### config.mk
export PLATFORM = sky130hd
export DESIGN_NAME = uart_tx
export DESIGN_NICKNAME = d
export VERILOG_FILES = /design/src/rtl/uart_tx.sv
export SDC_FILE = /design/constraint.sdc
export NUM_CORES = 1
export LEC_CHECK = 0
export CAP_MARGIN = 5
export CORE_UTILIZATION = 51
export CTS_BUF_LIST = sky130_fd_sc_hd__clkbuf_4
export CTS_CLUSTER_SIZE = 16
export DETAILED_ROUTE_END_ITERATION = 10
export PLACE_DENSITY_LB_ADDON = 0.1
export SLEW_MARGIN = 20
export SYNTH_ARGS = -nofsm -noshare
export SYNTH_HDL_FRONTEND = slang
export SYNTH_SLANG_ARGS = --single-unit
export TNS_END_PERCENT = 10
### constraint.sdc
create_clock -name clk -period 2.29 [get_ports clk]
set_input_delay 0.687 -clock clk [delete_from_list [all_inputs] [get_ports clk]]
set_output_delay 0.687 -clock clk [all_outputs]
set_load 0.01 [all_outputs]
### src/rtl/uart_tx.sv
// UART transmitter fed from a TX FIFO; pops one word per frame.
// Start, DBIT data bits LSB first, optional parity, 1 or 2 stop bits.
module uart_tx #(
  parameter int DBIT         = 8,
  parameter int CLKS_PER_BIT = 16,
  parameter int PARITY_EN    = 0,
  parameter int PARITY_ODD   = 0,
  parameter int STOP_BITS    = 1
) (
  input  logic            clk,
  input  logic            rst,
  input  logic            fifo_empty,
  input  logic [DBIT-1:0] fifo_rd_data,
  output logic            fifo_rd_en,
  output logic            tx,
  output logic            tx_busy,
  output logic            tx_done_tick
);

  localparam int CW = (CLKS_PER_BIT > 1) ? $clog2(CLKS_PER_BIT) : 1;
  localparam int NW = $clog2(DBIT);
  localparam logic [CW-1:0] C_LAST = CW'(CLKS_PER_BIT - 1);
  localparam logic [NW-1:0] N_LAST = NW'(DBIT - 1);
  localparam logic [NW-1:0] S_LAST = NW'(STOP_BITS - 1);

  typedef enum logic [2:0] {
    S_IDLE, S_REQ, S_LOAD, S_START, S_DATA, S_PARITY, S_STOP
  } state_t;

  state_t          r_state, w_state_n;
  logic [CW-1:0]   r_cnt, w_cnt_n;
  logic [NW-1:0]   r_n, w_n_n;
  logic [DBIT-1:0] r_sh, w_sh_n;
  logic            r_par, w_par_n;
  logic            r_tx, w_tx_n;
  logic            r_rd_en, w_rd_en_n;
  logic            r_busy, w_busy_n;
  logic            r_done, w_done_n;

  always_ff @(posedge clk or posedge rst) begin
    if (rst) begin
      r_state <= S_IDLE;
      r_cnt   <= '0;
      r_n     <= '0;
      r_sh    <= '0;
      r_par   <= 1'b0;
      r_tx    <= 1'b1;
      r_rd_en <= 1'b0;
      r_busy  <= 1'b0;
      r_done  <= 1'b0;
    end else begin
      r_state <= w_state_n;
      r_cnt   <= w_cnt_n;
      r_n     <= w_n_n;
      r_sh    <= w_sh_n;
      r_par   <= w_par_n;
      r_tx    <= w_tx_n;
      r_rd_en <= w_rd_en_n;
      r_busy  <= w_busy_n;
      r_done  <= w_done_n;
    end
  end

  always_comb begin
    w_state_n = r_state;
    w_cnt_n   = r_cnt;
    w_n_n     = r_n;
    w_sh_n    = r_sh;
    w_par_n   = r_par;
    w_tx_n    = r_tx;
    w_rd_en_n = 1'b0;
    unique case (r_state)
      S_IDLE: begin
        w_tx_n = 1'b1;
        if (!fifo_empty) begin
          w_state_n = S_REQ;
          w_rd_en_n = 1'b1;
        end
      end
      S_REQ: w_state_n = S_LOAD;
      S_LOAD: begin
        // parity is taken here since the shift register is consumed later
        w_sh_n    = fifo_rd_data;
        w_par_n   = (^fifo_rd_data) ^ (PARITY_ODD != 0);
        w_tx_n    = 1'b0;
        w_cnt_n   = '0;
        w_state_n = S_START;
      end
      S_START: begin
        if (r_cnt == C_LAST) begin
          w_cnt_n   = '0;
          w_n_n     = '0;
          w_tx_n    = r_sh[0];
          w_state_n = S_DATA;
        end else begin
          w_cnt_n = r_cnt + 1'b1;
        end
      end
      S_DATA: begin
        if (r_cnt == C_LAST) begin
          w_cnt_n = '0;
          w_sh_n  = r_sh >> 1;
          if (r_n == N_LAST) begin
            w_n_n = '0;
            if (PARITY_EN != 0) begin
              w_state_n = S_PARITY;
              w_tx_n    = r_par;
            end else begin
              w_state_n = S_STOP;
              w_tx_n    = 1'b1;
            end
          end else begin
            w_n_n  = r_n + 1'b1;
            w_tx_n = r_sh[1];
          end
        end else begin
          w_cnt_n = r_cnt + 1'b1;
        end
      end
      S_PARITY: begin
        if (r_cnt == C_LAST) begin
          w_cnt_n   = '0;
          w_n_n     = '0;
          w_tx_n    = 1'b1;
          w_state_n = S_STOP;
        end else begin
          w_cnt_n = r_cnt + 1'b1;
        end
      end
      S_STOP: begin
        w_tx_n = 1'b1;
        if (r_cnt == C_LAST) begin
          w_cnt_n = '0;
          if (r_n == S_LAST) begin
            w_n_n     = '0;
            w_state_n = S_IDLE;
          end else begin
            w_n_n = r_n + 1'b1;
          end
        end else begin
          w_cnt_n = r_cnt + 1'b1;
        end
      end
      default: w_state_n = S_IDLE;
    endcase
    w_busy_n = (w_state_n != S_IDLE);
    // the tick is registered, so flag the clk that will be the last one
    w_done_n = (w_state_n == S_STOP) && (w_cnt_n == C_LAST) &&
               (w_n_n == S_LAST);
  end

  assign fifo_rd_en   = r_rd_en;
  assign tx           = r_tx;
  assign tx_busy      = r_busy;
  assign tx_done_tick = r_done;

endmodule

# --- Word-level counts from Yosys, hierarchy flattened ---
# Cells that the tools add are included.
totals:
  ff_bits: 22
  input_bits: 11
  output_inout_bits: 4
  wordCells: 61
op_classes:
  add_sub_neg: 2
  n_eq_ne: 13
  n_mux: 25
  n_reduce_logical: 13
ops:
  columns: ["op", "n"]
  rows:
  - ["3-bit 2-to-1 mux", 12]
  - ["3-bit one-hot mux with 7 select lines", 1]
  - ["8-bit one-hot mux with 2 select lines", 1]
  - ["3-bit == test, second input constant", 5]
  - ["3-bit logical NOT", 3]
  - ["3-bit one-hot mux with 3 select lines", 1]
  - ["4-bit == test, second input constant", 2]
  - ["8-bit 2-to-1 mux", 1]
  - ["4-bit one-hot mux with 2 select lines", 1]
  - ["3-bit by 2-bit == test with 1-bit output, second input constant", 2]
  - ["1-bit 2-to-1 mux", 6]
  - ["2-bit inequality test, second input constant", 3]
  - ["1-bit one-hot mux with 5 select lines", 1]
  - ["5-bit nonzero test", 1]
  - ["4-bit by 1-bit adder with 4-bit output, second input constant", 1]
  - ["4-bit 2-to-1 mux", 1]
  - ["4-bit AND reduction", 1]
  - ["2-bit OR reduction", 2]
  - ["4-bit OR reduction", 1]
  - ["3-bit by 1-bit adder with 3-bit output, second input constant", 1]
  - ["3-bit by 1-bit == test with 1-bit output, second input constant", 1]
  - ["3-bit nonzero test", 1]
  - ["1-bit logical AND", 2]
  - ["2-bit AND reduction", 1]
  - ["2-bit nonzero test", 1]

# --- Longest topological paths before layout ---
logic_depth:
  ltp_word: 7
  ltp_mapped: 8
  depth_no_buf: 7

# --- Least setup slack after synthesis ---
# Ideal clock, no wire load.
synth_timing:
  path_kind: "register to register"
  startpoint: "reg r_cnt[0]"
  endpoint: "reg r_done (netlist: tx_done_tick)"
  setup_time_ns: 0.100
  arrival_ns: 1.690
  t_required_ns: 2.190
  slack_ns: 0.500
  path_stages_with_launch: 8
  n_path_buf: 1
  period_less_slack_ns: 1.790
  cell_sequence: "dfrtp_1 -> ha_1 -> and3_1 -> buf_6 -> a32oi_2 -> nand4_2 -> nor3_1 -> nor4bb_1"
synth_via:
  word_cells_on_any_way: 18
  classes_between: "add/sub: 1; eq/ne: 3; mux: 11; reduce/logical: 3"
synth_lines:
  columns: ["item", "line_no", "source"]
  rows:
  - ["start: declaration", "31", "logic [CW-1:0] r_cnt, w_cnt_n;"]
  - ["start signal: assignment", "53", "r_cnt <= w_cnt_n;"]
  - ["4-bit == test (*)", null, null]
  - ["3-bit 2-to-1 mux (on tied branches)", null, null]
  - ["3-bit one-hot mux with 3 select lines (*)", "72", "unique case (r_state)"]
  - ["net w_n_n[1]", "32", "logic [NW-1:0] r_n, w_n_n;"]
  - ["3-bit logical NOT (*)", "149", "(w_n_n == S_LAST);"]
  - ["1-bit logical AND (*)", "148", "w_done_n = (w_state_n == S_STOP) && (w_cnt_n == C_LAST) &&"]
  - ["net w_done_n", "38", "logic r_done, w_done_n;"]
  - ["end signal: assignment", "60", "r_done <= w_done_n;"]
  - ["end: declaration", "38", null]
# The timed path passes the listed nets; every way through them passes the cells marked *.
# A chain may end at the register's enable or synchronous reset.

# --- Worst setup path after layout ---
layout_timing:
  startpoint: "reg r_cnt[1]"
  endpoint: "reg r_done (netlist: tx_done_tick)"
layout_via:
  elab_chain_cells: 6
  word_cells_on_any_way: 18
  classes_between: "add/sub: 1; eq/ne: 3; mux: 11; reduce/logical: 3"
layout_lines:
  columns: ["item", "line_no", "source"]
  rows:
  - ["4-bit == test (*)", null, null]
  - ["3-bit 2-to-1 mux (on tied branches)", null, null]
  - ["3-bit one-hot mux with 7 select lines (*)", "72", null]
  - ["net w_state_n[0]", "30", "state_t r_state, w_state_n;"]
  - ["3-bit == test (*)", "148", null]
  - ["1-bit logical AND (*) (2 in series)", "148", null]
  - ["net w_done_n", "38", null]
# Marks and branches as above.

==> results.ini <==
[global_routing]
grt_overflow = 0
grt_antenna_before_repair = 0
grt_pass1_vias = 1137
grt_usage_pct = 25.07
grt_pass1_wl_mm = 5.278
grt_max_degree = 29

[yosys]
synth_most_common_cell = dfrtp_1
ys.flop_type = dfrtp_1
synth-seq-cells = 22
avgSynthCellArea_um2 = 9.293
syn_nets = 167
synth_warnings = 0
synth-edff-count = 0
synth_top_area_share_pct = 37.20
synth_cell_types = 51
yosysSeqAreaShare_pct = 39.06
synth.top_cells.by_count = dfrtp_1 (21), nand2_1 (17), o21ai_0 (11), mux2i_1 (9)
ys_top_cells_by_area = dfrtp_1 (37%), mux2i_1 (6.4%), nand2_1 (4.5%)
async_reset_ff_share_pct = 100.0
synth_area_um2 = 1413
synth_cells = 152
synth.largest_area_cell = dfrtp_1

[clock_tree]
numCtsBuffers = 3
cts_resized = 0
insertion_delay_ns = 0.31
cts.path.max_buffers = 2
path_clk_slew_ns = 0.12
clock_sinks = 22
cts_tree = built
clock-root-buffer = clkbuf_4
post_cts_buffers = 0
ctsHoldBuffers = 0
h-tree-depth = 1

[routing]
vias = 1218
drt_pass1_iterations = 4
drc = 0
ant_nets = 0
routed_via_density = 6.183
drt_iter0_markers = 28
routed_wl_mm = 3.074
post_drt_wl_per_cell_um = 15.60

[pwr]
ir_drop_v = 0.0002984
power.leakage_uw = 0.0007397
power_uw = 615.8
swShare_pct = 21.87
power_switching_uw = 134.6
p_comb_share_pct = 6.0
pwr-share-clk_pct = 29.3
powerDensity_nw_per_um2 = 382.1
seqPwrFrac_pct = 64.8
p_int_uw = 481.1

[final_layout]
seq_area_um2 = 553.0
syn2layout_area_growth_pct = 14.08
nFillCells = 225
finalNetCount = 183
multiInputGateArea_um2 = 768.2
drive_above_1_share_pct = 14.97
post_layout_nonfiller_instances = 197
antenna_cells = 0

[placement]
gp_congestion = 0.8577
dpl.hpwl_mm = 2.189
dp_cells = 193
port_buffers = 14

[floorplan]
io_pins = 15
start_util_pct = 55.51
die_h_um = 54.63
rows = 18
core_area_um2 = 2545
die_w_um = 54.63
die-area_um2 = 2984

[setup_path]
critPathKind = reg -> reg
crit_arrival_ns = 2.29
worstPathRequired_ns = 2.50
start_kind = register
cp-end-kind = register
cp_max_fo = 11

[sta]
setup_viol = 0
rsz0062_at_grt = no
finalCritPeriodShare_pct = 90.56
hold_violations = 0
finalSetupTns_ns = 0
worst_pin_slew_ns = 0.6420
slew_violations = 0
fin_crit_ns = 2.074
fin_hold_ws_ns = 0.5085
slew_headroom_pct = 56.52
fin_skew_ns = 0.002560
fmax_mhz = 482.2

[worst_hold_path]
hold_path.class = reg -> reg

[flow_run]
cap_violations = 0

[run_status]
status = finished clean

-- critical path: stages (launching register included) --
cell and delay [ns]:
dfrtp_1 0.42, ha_1 0.24, nand3_1 0.34, o21ai_1 0.24
o311ai_1 0.22, nor3_1 0.21, nor4bb_1 0.30
-- cells by family (layout without fill, tap and decap cells) --
| kind of cell | after synthesis | count (layout) | share of synthesized area, % |
|---|---|---|---|
| flip-flops | 22 | 22 | 39.06 |
| AND/OR/NAND/NOR | 58 | 58 | 24.62 |
| adder cells (fa/ha/maj) | 4 | 4 | 3.543 |
| multiplexers | 9 | 9 | 6.378 |
| buffers and inverters | 19 | 34 | 6.819 |
| AO/OA/AOI/OAI | 40 | 40 | 19.58 |
-- power groups by stage --
| stage | clock network [µW] | logic [µW] | registers, µW |
|---|---|---|---|
| after floorplan | 0 | 13.0 | 406 |
| after global placement | 0 | 36.1 | 406 |
| after detailed placement | 0 | 37.0 | 406 |
| after CTS | 186 | 37.2 | 399 |
| after global routing | 200 | 41.3 | 400 |
| final | 180 | 36.7 | 399 |
-- cells in the final DEF (no fill, tap or decap), types with 4 or more instances in the layout --
master | Yosys | routed
o21ai_0 | 11 | 11
a211oi_1 | 4 | 4
o21ai_1 | 5 | 4
mux2i_1 | 9 | 9
ha_1 | 4 | 4
nand2_1 | 17 | 17
clkdlybuf4s50_1 | 0 | 14
a21oi_1 | 4 | 4
buf_4 | 3 | 7
inv_1 | 8 | 8
dfrtp_1 | 21 | 20
nor2_1 | 8 | 8
-- registers in the layout, indices dropped and copies added, names as in the netlist --
name          cells
r_state           3
tx_done_tick      1
tx_busy           1
fifo_rd_en        1
r_cnt             4
r_n               3
tx                1
r_sh              8
-- worst paths after layout --
| path | depth (start not counted) | slack, ns | endpoint | startpoint |
|---|---|---|---|---|
| worst min register to register | 2 | 0.51 | r_sh[4] | r_sh[4] |
| worst min-delay path | 2 | 0.51 | r_sh[4] | r_sh[4] |
| max in group asynchronous | 3 | 1.32 | tx | rst |
| min in group asynchronous | 3 | 0.69 | r_n[2] | rst |
| worst max register to register | 6 | 0.22 | tx_done_tick | r_cnt[1] |
| worst max-delay path | 6 | 0.22 | tx_done_tick | r_cnt[1] |
-- metrics by stage --
stage | setup WS, ns | instance area, µm² | util, %
floorplan | 0.4996 | 1413 | -
global placement | 0.1927 | 1580 | 62.09
detailed placement | 0.1630 | 1580 | 62.09
CTS | 0.1206 | 1607 | 63.13
global route | 0.05815 | 1612 | 63.32
finish | 0.2161 | 1612 | 63.32
-- metal layers --
layer,GRT usage (%),vias up,wire length [µm]
met5,0,-,0
li1,-,587,-
met1,36.35,578,1447
met4,9.402,0,46
met2,37.35,46,1361
met3,3.611,7,217
-- cell type report --
| type | count | share of cell area, % |
|---|---|---|
| Clock buffer | 3 | 1.398 |
| Clock inverter | 1 | 0.2329 |
| Inverter | 9 | 2.096 |
| Multi-Input combinational cell | 111 | 47.67 |
| Sequential cell | 22 | 34.32 |
| Tap cell | 30 | 2.329 |
| Timing Repair Buffer | 21 | 11.96 |
(Power assumes the default switching activity.)
